[src/rtl/seg7_bcd_sequencer_if.sv]
// ============================================================================
//  Module   : seg7_bcd_sequencer_if
//  Purpose  : Bundles the request and display-result signals of the
//             seg7_bcd_sequencer so that requester and converter share a
//             single port.
//  Ports    : master - drives start/value/hex_mode/blank_lz, observes results
//             slave  - the converter side (inverse directions)
//  Revision : 1.0  initial release
// ============================================================================
`default_nettype none

interface seg7_bcd_sequencer_if #(
    parameter int WIDTH = 14
);
    // Request side
    logic             start;
    logic [WIDTH-1:0] value;
    logic             hex_mode;
    logic             blank_lz;

    // Status and display side
    logic             busy;
    logic             done;
    logic             ovf;
    logic [6:0]       dig3;
    logic [6:0]       dig2;
    logic [6:0]       dig1;
    logic [6:0]       dig0;
    logic [3:0]       blank;

    modport master (
        output start, value, hex_mode, blank_lz,
        input  busy, done, ovf, dig3, dig2, dig1, dig0, blank
    );

    modport slave (
        input  start, value, hex_mode, blank_lz,
        output busy, done, ovf, dig3, dig2, dig1, dig0, blank
    );
endinterface

`default_nettype wire

[src/rtl/seg7_bcd_sequencer.sv]
// ============================================================================
//  Module   : seg7_bcd_sequencer
//  Purpose  : Converts a WIDTH-bit binary value into four display digit codes.
//             Decimal mode runs a one-bit-per-clock double-dabble conversion;
//             hex mode splits the value into nibbles in a single step. Also
//             produces a leading-zero blank mask and a decimal overflow flag.
//             Display registers change only on entry to DONE.
//  Ports    : clk  - system clock, rising edge
//             rst  - asynchronous active-high reset
//             bus  - seg7_bcd_sequencer_if.slave
//                    start/value/hex_mode/blank_lz in,
//                    busy/done/ovf/dig3..dig0/blank out
//  Revision : 1.0  initial release
// ============================================================================
`default_nettype none

module seg7_bcd_sequencer #(
    parameter int WIDTH = 14
) (
    input  wire                  clk,
    input  wire                  rst,
    seg7_bcd_sequencer_if.slave  bus
);

    localparam int CNT_W = $clog2(WIDTH + 1);

    typedef enum logic [1:0] {
        S_IDLE  = 2'd0,
        S_SHIFT = 2'd1,
        S_DONE  = 2'd2
    } state_t;

    state_t             r_state;
    logic [WIDTH-1:0]   r_shreg;
    logic [15:0]        r_bcd;
    logic [CNT_W-1:0]   r_cnt;
    logic               r_ovf_pend;
    logic               r_blz;
    logic               r_busy;
    logic               r_done;

    logic               r_ovf;
    logic [3:0]         r_dig3;
    logic [3:0]         r_dig2;
    logic [3:0]         r_dig1;
    logic [3:0]         r_dig0;
    logic [3:0]         r_blank;

    logic [15:0]        w_adj;
    logic [15:0]        w_bcd_nx;
    logic [WIDTH-1:0]   w_sh_nx;
    logic [15:0]        w_val16;
    logic               w_last_shift;
    logic               w_hex_load;
    logic               w_load;
    logic [15:0]        w_fin;
    logic               w_fin_blz;
    logic               w_fin_ovf;
    logic [3:0]         w_blank;

    // ------------------------------------------------------------------
    // Double-dabble step: correct every BCD nibble >= 5 before the shift
    // so that it carries correctly into the next decimal digit.
    // ------------------------------------------------------------------
    always_comb begin
        w_adj = r_bcd;
        for (int n = 0; n < 4; n++) begin
            if (r_bcd[4*n +: 4] >= 4'd5) begin
                w_adj[4*n +: 4] = r_bcd[4*n +: 4] + 4'd3;
            end
        end
    end

    assign w_bcd_nx = {w_adj[14:0], r_shreg[WIDTH-1]};
    assign w_sh_nx  = {r_shreg[WIDTH-2:0], 1'b0};
    assign w_val16  = {{(16-WIDTH){1'b0}}, bus.value};

    assign w_last_shift = (r_state == S_SHIFT) && (r_cnt == CNT_W'(1));
    assign w_hex_load   = (r_state != S_SHIFT) && bus.start && bus.hex_mode;
    assign w_load       = w_last_shift || w_hex_load;

    // The final digits come either from the completing shift (decimal,
    // saturated to 9999 on overflow) or straight from the input (hex).
    assign w_fin     = (r_state == S_SHIFT) ? (r_ovf_pend ? 16'h9999 : w_bcd_nx)
                                            : w_val16;
    assign w_fin_blz = (r_state == S_SHIFT) ? r_blz : bus.blank_lz;
    assign w_fin_ovf = (r_state == S_SHIFT) ? r_ovf_pend : 1'b0;

    // Blanking propagates from the most significant digit and stops at the
    // first non-zero digit; the least significant digit is always shown.
    assign w_blank[3] = w_fin_blz  && (w_fin[15:12] == 4'd0);
    assign w_blank[2] = w_blank[3] && (w_fin[11:8]  == 4'd0);
    assign w_blank[1] = w_blank[2] && (w_fin[7:4]   == 4'd0);
    assign w_blank[0] = 1'b0;

    // ------------------------------------------------------------------
    // Control FSM with registered busy/done
    // ------------------------------------------------------------------
    always_ff @(posedge clk or posedge rst) begin
        if (rst) begin
            r_state    <= S_IDLE;
            r_shreg    <= '0;
            r_bcd      <= '0;
            r_cnt      <= '0;
            r_ovf_pend <= 1'b0;
            r_blz      <= 1'b0;
            r_busy     <= 1'b0;
            r_done     <= 1'b0;
        end else begin
            case (r_state)
                S_IDLE, S_DONE: begin
                    if (bus.start && bus.hex_mode) begin
                        r_state <= S_DONE;
                        r_busy  <= 1'b0;
                        r_done  <= 1'b1;
                    end else if (bus.start) begin
                        r_shreg    <= bus.value;
                        r_bcd      <= '0;
                        r_cnt      <= CNT_W'(WIDTH);
                        r_ovf_pend <= (w_val16 > 16'd9999);
                        r_blz      <= bus.blank_lz;
                        r_state    <= S_SHIFT;
                        r_busy     <= 1'b1;
                        r_done     <= 1'b0;
                    end else begin
                        r_state <= S_IDLE;
                        r_busy  <= 1'b0;
                        r_done  <= 1'b0;
                    end
                end
                S_SHIFT: begin
                    r_bcd   <= w_bcd_nx;
                    r_shreg <= w_sh_nx;
                    r_cnt   <= r_cnt - CNT_W'(1);
                    if (r_cnt == CNT_W'(1)) begin
                        r_state <= S_DONE;
                        r_busy  <= 1'b0;
                        r_done  <= 1'b1;
                    end
                end
                default: begin
                    r_state <= S_IDLE;
                    r_busy  <= 1'b0;
                    r_done  <= 1'b0;
                end
            endcase
        end
    end

    // ------------------------------------------------------------------
    // Display registers: only written on the edge entering DONE
    // ------------------------------------------------------------------
    always_ff @(posedge clk or posedge rst) begin
        if (rst) begin
            r_ovf   <= 1'b0;
            r_dig3  <= '0;
            r_dig2  <= '0;
            r_dig1  <= '0;
            r_dig0  <= '0;
            r_blank <= '0;
        end else if (w_load) begin
            r_ovf   <= w_fin_ovf;
            r_dig3  <= w_fin[15:12];
            r_dig2  <= w_fin[11:8];
            r_dig1  <= w_fin[7:4];
            r_dig0  <= w_fin[3:0];
            r_blank <= w_blank;
        end
    end

    assign bus.busy  = r_busy;
    assign bus.done  = r_done;
    assign bus.ovf   = r_ovf;
    assign bus.dig3  = {3'b000, r_dig3};
    assign bus.dig2  = {3'b000, r_dig2};
    assign bus.dig1  = {3'b000, r_dig1};
    assign bus.dig0  = {3'b000, r_dig0};
    assign bus.blank = r_blank;

endmodule

`default_nettype wire

[src/flat_wrapper.sv]
// flat-port wrapper written by rule: the top's interface ports become plain ports
module seg7_bcd_sequencer_flat 
#(
    parameter int WIDTH = 14
)
  (clk, rst, bus_start, bus_value, bus_hex_mode, bus_blank_lz, bus_busy, bus_done, bus_ovf, bus_dig3, bus_dig2, bus_dig1, bus_dig0, bus_blank);
  seg7_bcd_sequencer_if #(.WIDTH(WIDTH)) bus_i ();
  input  wire clk;
  input  wire rst;
  input wire logic [$bits(bus_i.start)-1:0] bus_start;
  input wire logic [$bits(bus_i.value)-1:0] bus_value;
  input wire logic [$bits(bus_i.hex_mode)-1:0] bus_hex_mode;
  input wire logic [$bits(bus_i.blank_lz)-1:0] bus_blank_lz;
  output wire logic [$bits(bus_i.busy)-1:0] bus_busy;
  output wire logic [$bits(bus_i.done)-1:0] bus_done;
  output wire logic [$bits(bus_i.ovf)-1:0] bus_ovf;
  output wire logic [$bits(bus_i.dig3)-1:0] bus_dig3;
  output wire logic [$bits(bus_i.dig2)-1:0] bus_dig2;
  output wire logic [$bits(bus_i.dig1)-1:0] bus_dig1;
  output wire logic [$bits(bus_i.dig0)-1:0] bus_dig0;
  output wire logic [$bits(bus_i.blank)-1:0] bus_blank;
  assign bus_i.start = bus_start;
  assign bus_i.value = bus_value;
  assign bus_i.hex_mode = bus_hex_mode;
  assign bus_i.blank_lz = bus_blank_lz;
  assign bus_busy = bus_i.busy;
  assign bus_done = bus_i.done;
  assign bus_ovf = bus_i.ovf;
  assign bus_dig3 = bus_i.dig3;
  assign bus_dig2 = bus_i.dig2;
  assign bus_dig1 = bus_i.dig1;
  assign bus_dig0 = bus_i.dig0;
  assign bus_blank = bus_i.blank;
  seg7_bcd_sequencer #(.WIDTH(WIDTH)) u_core (.clk(clk), .rst(rst), .bus(bus_i));
endmodule
[config.mk]
export PLATFORM = sky130hd
export DESIGN_NAME = seg7_bcd_sequencer_flat
export DESIGN_NICKNAME = d
export VERILOG_FILES = /design/src/rtl/seg7_bcd_sequencer_if.sv /design/src/rtl/seg7_bcd_sequencer.sv /design/src/flat_wrapper.sv
export SDC_FILE = /design/constraint.sdc
export NUM_CORES = 1
export LEC_CHECK = 0
export BUFFER_PORTS_ARGS = -buffer_cell sky130_fd_sc_hd__buf_2
export CORE_ASPECT_RATIO = 1.4
export CORE_MARGIN = 2
export CORE_UTILIZATION = 56
export CTS_BUF_LIST = sky130_fd_sc_hd__clkbuf_16
export DETAILED_ROUTE_END_ITERATION = 10
export HOLD_SLACK_MARGIN = 0.05
export PLACE_DENSITY = 0.8
export SYNTH_ARGS = -nofsm -noshare
export SYNTH_HDL_FRONTEND = slang
export SYNTH_SLANG_ARGS = --single-unit
[constraint.sdc]
create_clock -name clk -period 2.3 [get_ports clk]
set_clock_uncertainty 0.15 [all_clocks]
set_input_delay 0.46 -clock clk [delete_from_list [all_inputs] [get_ports clk]]
set_output_delay 0.46 -clock clk [all_outputs]
set_load 0.05 [all_outputs]
Word-level counts from Yosys, hierarchy flattened:

Index checks and enable logic that the tools add are counted.

* register bits after elaboration: 60
* input port bits: 19
* output and inout bits: 35
* word-level logic and storage cells: 76

* add/subtract/negate cells: 5
* magnitude comparators: 5
* equal/unequal tests: 7
* mux-type cells: 28
* bitwise gates (word level): 1
* reduce and logical (&&, ||, !) cells: 16

Operators with widths (count)
* $mux W16: 4
* $pmux W16 S2: 1
* $mux W14: 2
* $pmux W14 S2: 1
* $mux W4: 5
* $ge A4 B3 Y1 const B: 4
* $gt A14 B14 Y1 const B: 1
* $add A4 B2 Y4 const B: 3
* $logic_not A4 Y1: 3
* $mux W1: 8
* $pmux W4 S2: 1
* $logic_and A1 B1 Y1: 7
* $ne A2 B2 Y1 const B: 3
* $reduce_and A3 Y1: 2
* $eq A4 B1 Y1 const B: 1
* $mux W2: 2
* $pmux W1 S2: 2
* $pmux W2 S2: 1
* $sub A4 B1 Y4 const B: 1
* $add A3 B2 Y3 const B: 1
* $mux W3: 1
* $eq A2 B1 Y1 const B: 1
* $eq A2 B2 Y1 const B: 1
* $logic_not A2 Y1: 1
* other kinds (5): 5

Depth between registers and ports, before layout:

* word-level depth: 8
* gate-level depth with buffers: 8
* mapped depth without buffers: 7

Worst setup path before layout:

Ideal clock, no wire load.

* kind: register -> register
* start: register, netlist name u_core.bus.done
* end: register u_core.r_blank[1], in the netlist u_core.bus.blank[1]
* library setup time: 95 ps
* data arrival time: 1682 ps
* required time: 2055 ps
* path slack: 372 ps
* cell stages (with the launch flop): 6
* path buffers: 0
* period minus slack after synthesis: 1928 ps
* cells stage by stage: dfrtp_1 > and2b_1 > mux2i_1 > nor4b_2 > nand4_1 > o31ai_1

RTL lines
* end signal, assigned: line seg7_bcd_sequencer.sv:167 `r_blank <= w_blank;`
* end, declared: line seg7_bcd_sequencer.sv:47 `logic [3:0] r_blank;`

Worst setup path in the final report:

* start: register u_core.r_bcd[8]
* end: register u_core.r_blank[3], in the netlist u_core.bus.blank[3]

* word-level cells in the longest chain between the ends: 6
* elaborated cells between the ends (all ways): 7
* classes of those cells: 1 x add/sub; 1 x order compare; 3 x mux; 2 x reduce/logical

RTL lines
* start, declared: line seg7_bcd_sequencer.sv:35 `logic [15:0] r_bcd;`
* start signal, assigned: line seg7_bcd_sequencer.sv:132 `r_bcd <= w_bcd_nx;`
* $add A4 B2 Y4 / $ge A4 B3 Y1 (equally long branches): line seg7_bcd_sequencer.sv:69, seg7_bcd_sequencer.sv:68
* $mux W4 *: line seg7_bcd_sequencer.sv:68 `if (r_bcd[4*n +: 4] >= 4'd5) begin`
* $mux W16 * (2 in a row): line seg7_bcd_sequencer.sv:84 `assign w_fin = (r_state == S_SHIFT) ? (r_ovf_pend ? 16'h9999 : w_bcd_nx)`
* $logic_not A4 Y1 *: line seg7_bcd_sequencer.sv:91 `assign w_blank[3] = w_fin_blz && (w_fin[15:12] == 4'd0);`
* $logic_and A1 B1 Y1 *: line seg7_bcd_sequencer.sv:91

Every way passes the cells marked *; elsewhere a longest branch is shown, timed or not.
A chain may end at the register's enable or synchronous reset.

==> results.sh <==
export IMPL_status="finished, final reports clean"
export IMPL_rsz0062_at_grt="false"
export IMPL_start_util=0.581
export IMPL_hold_path_class="input pin to register"
export IMPL_grt_pass1_wl_mm=12.6
export IMPL_antenna_found_initial=0
export IMPL_syn_area_mm2=0.00319
export IMPL_fmax_ghz=0.452
export IMPL_vias=2764
export IMPL_synth_compound_area_frac=0.214
export IMPL_overflow=0
export IMPL_setup_tns_ns=0
export IMPL_synth_avg_cell_area_um2=9.13
export IMPL_worstMarginPinSlew_ns=1.02
export IMPL_areaGrowthSynthToFinish_pct=17.6
export IMPL_leakagePower_nw=1.77
export IMPL_yosys_area_share_simple=0.189
export IMPL_grt_max_degree=60
export IMPL_async_flop_share=1.00
export IMPL_worst_setup_path_type="register to register"
export IMPL_insertion_delay_ns=0.33
export IMPL_regArea_mm2=0.00148
export IMPL_final_util=0.683
export IMPL_cpMaxStageDelayCell="dfrtp_1"
export IMPL_top_level_ports=54
export IMPL_yosysWarningCount=0
export IMPL_grt_pass1_vias=2623
export IMPL_synth_top_family_by_area="compound AO/OA/AOI/OAI gates"
export IMPL_yosysUniqueCellTypes=55
export IMPL_die_y_um=93.2
export IMPL_path_max_fanout=6
export IMPL_hpwl_mm=5.71
export IMPL_hold_viol=0
export IMPL_slowest_delay_ns=0.45
export IMPL_ir_drop_mv=0.853
export IMPL_fin_nets=423
export IMPL_layout_drive_gt1_share=0.196
export IMPL_n_fill_cell=414
export IMPL_ant_nets=0
export IMPL_critPathLaunchType="register"
export IMPL_diodes=0
export IMPL_synth_seq_cells=59
export IMPL_end_kind="register"
export IMPL_syn_inst=349
export IMPL_synth_fa_ha_area_frac=0.0393
export IMPL_cts_sinks=59
export IMPL_maxCapViolCount=0
export IMPL_drt_wl_total_mm=8.00
export IMPL_synth_ff_type="dfrtp_1"
export IMPL_clkTransAtPathRegs_ns=0.05
export IMPL_drt_vias_per_instance=5.93
export IMPL_grt_use_total=0.275
export IMPL_final_setup_viol_count=0
export IMPL_dpl_cell_count=449
export IMPL_routedWlPerCell_um=17.2
export IMPL_synthMuxAreaShare=0.00982
export IMPL_dieWidth_um=67.7
export IMPL_power_density_mw_per_mm2=1660
export IMPL_cts_buffer_depth=2
export IMPL_io_buffers=40
export IMPL_ys_seq_area_frac=0.463
export IMPL_fin_crit_ns=2.21
export IMPL_post_route_period_util=0.962
export IMPL_row_count=32
export IMPL_synth_edf_count=0
export IMPL_synth_xor_area_frac=0.00550
export IMPL_drv_slew=0
export IMPL_core_mm2=0.00549
export IMPL_final_cells=466
export IMPL_cp_num_buf_inv=2
export IMPL_drt_first_pass_iters=5
export IMPL_remaining_drc_errors=0
export IMPL_cts_made_buffers=9
export IMPL_cts_tree="built"
export IMPL_totalPowerFinal_mw=6.22
export IMPL_drt_iter0_markers=238
export IMPL_crit_required_ns=2.37
export IMPL_place_congestion=0.922
export IMPL_htreeDepth=3
export IMPL_dieArea_mm2=0.00632
export IMPL_crit_chain="inv_1 -> ha_1 -> nor2b_2 -> or3_1 -> a31o_1 -> nand4_1 -> buf_4 -> nand2_1"
export IMPL_maxSlewHeadroom=0.316
export IMPL_path_delay_family="simple AND/OR/NAND/NOR gates"
export IMPL_cts_root_buf="clkbuf_16"
export IMPL_critPathArrivalTime_ns=2.28
export IMPL_multiInputGateArea_mm2=0.00152
==> stage by stage <==
step	instance area (µm²)	worst slack (ns)	hold slack [ns]
5_1_grt	3750	0.0138	0.215
3_3_place_gp	3430	0.161	0.307
3_5_place_dp	3430	0.0954	0.312
2_1_floorplan	3230	0.234	0.295
4_1_cts	3720	0.0631	0.197
6_report	3750	0.0871	0.200
==> state kept, by name, summed over array words and instances, names as in the netlist <==
register           count
u_core.r_dig2          4
u_core.r_cnt           4
u_core.r_blz           1
u_core.r_ovf_pend      1
u_core.r_state         1
u_core.r_shreg        14
u_core.bus.done        1
u_core.r_dig0          4
u_core.r_dig1          4
u_core.bus.blank       3
u_core.r_bcd          16
u_core.bus.ovf         1
u_core.bus.busy        1
u_core.r_dig3          4
==> area by class of cell <==
class                      count  area share
sequential                    59       0.394
timing repair buffer          53      0.0868
inverter                      15      0.0150
multi-input combinational    256       0.406
tap                           68      0.0227
clock inverter                 6      0.0154
clock buffer                   9      0.0601
==> synthesized netlist by cell type (4+ instances only) <==
cell type,number,area share
a21oi_1,11,0.017
a22oi_1,13,0.031
a31oi_1,4,0.0079
and2_1,4,0.0079
buf_2,8,0.013
buf_4,14,0.033
clkbuf_1,6,0.0071
dfrtp_1,59,0.46
ha_1,10,0.039
inv_1,15,0.018
nand2_1,65,0.077
nand2b_1,4,0.0079
nand3_1,12,0.019
nor2_1,17,0.020
nor3_1,4,0.0063
o211ai_1,4,0.0094
o21ai_0,31,0.049
o31ai_1,9,0.021
==> repair_timing <==
| action | 4_1_cts | 5_1_grt |
|---|---|---|
| endpoints found under the setup margin | 0 | 2 |
| setup buffers | 0 | 1 |
| gates resized for setup | 0 | 4 |
| hold buffers | 1 | 0 |
| hold endpoints to repair | 3 | 0 |
==> power breakdown <==
group | internal (mW) | switching, mW
sequential | 1.49 | 0.404
combinational | 1.01 | 2.03
clock | 0.821 | 0.464
==> worst register-to-register path, cell delays in order (launching register included) <==
cell and delay (ns):
dfrtp_1 0.45, inv_1 0.09, ha_1 0.25, nor2b_2 0.19, or3_1 0.37, a31o_1 0.26
nand4_1 0.15, buf_4 0.14, nand2_1 0.04
==> kinds of logic (layout without fill, tap and decap cells) <==
kind of cell / Yosys count / in the layout
XOR/XNOR: 2 / 2
flip-flops: 59 / 59
AO/OA/AOI/OAI: 101 / 101
other: 1 / 13
buffers and inverters: 46 / 83
AND/OR/NAND/NOR: 127 / 127
adder cells (fa/ha/maj): 10 / 10
multiplexers: 3 / 3
==> layer usage <==
layer	track usage	routed length (µm)	vias to the layer above
met2	0.450	4120	96
met4	0.143	284	0
met5	0	0	-
met1	0.327	3160	1333
li1	-	-	1305
met3	0.0662	434	30
==> worst paths after layout <==
check,startpoint,endpoint,slack [ns],depth (start not counted)
worst min-delay path,bus_value[0],u_core.r_shreg[0],0.20,3
worst max register to register,u_core.r_bcd[8],u_core.bus.blank[3],0.09,8
worst min register to register,u_core.bus.busy,u_core.bus.busy,0.32,2
max in group asynchronous,rst,u_core.r_bcd[2],1.15,4
worst max-delay path,u_core.r_bcd[8],u_core.bus.blank[3],0.09,8
min in group asynchronous,rst,u_core.bus.blank[3],0.58,4
==> placed cells by master (no fill, tap or decap), drive strengths merged, types with 3 or more instances in the layout <==
master    n
dfrtp    59
and2      4
a21o      3
a2bb2oi   3
nand3    12
conb     13
a22oi    13
nand4     3
buf      52
ha       10
o31ai     9
clkinv    3
a211oi    3
inv      15
o211ai    4
nor3b     4
a21oi    11
nor3      4
nor2     18
nand2    67
nand2b    4
o21ai    32
a31oi     4
clkbuf    9
o21a      3
Power figures use the tool's default switching activity.
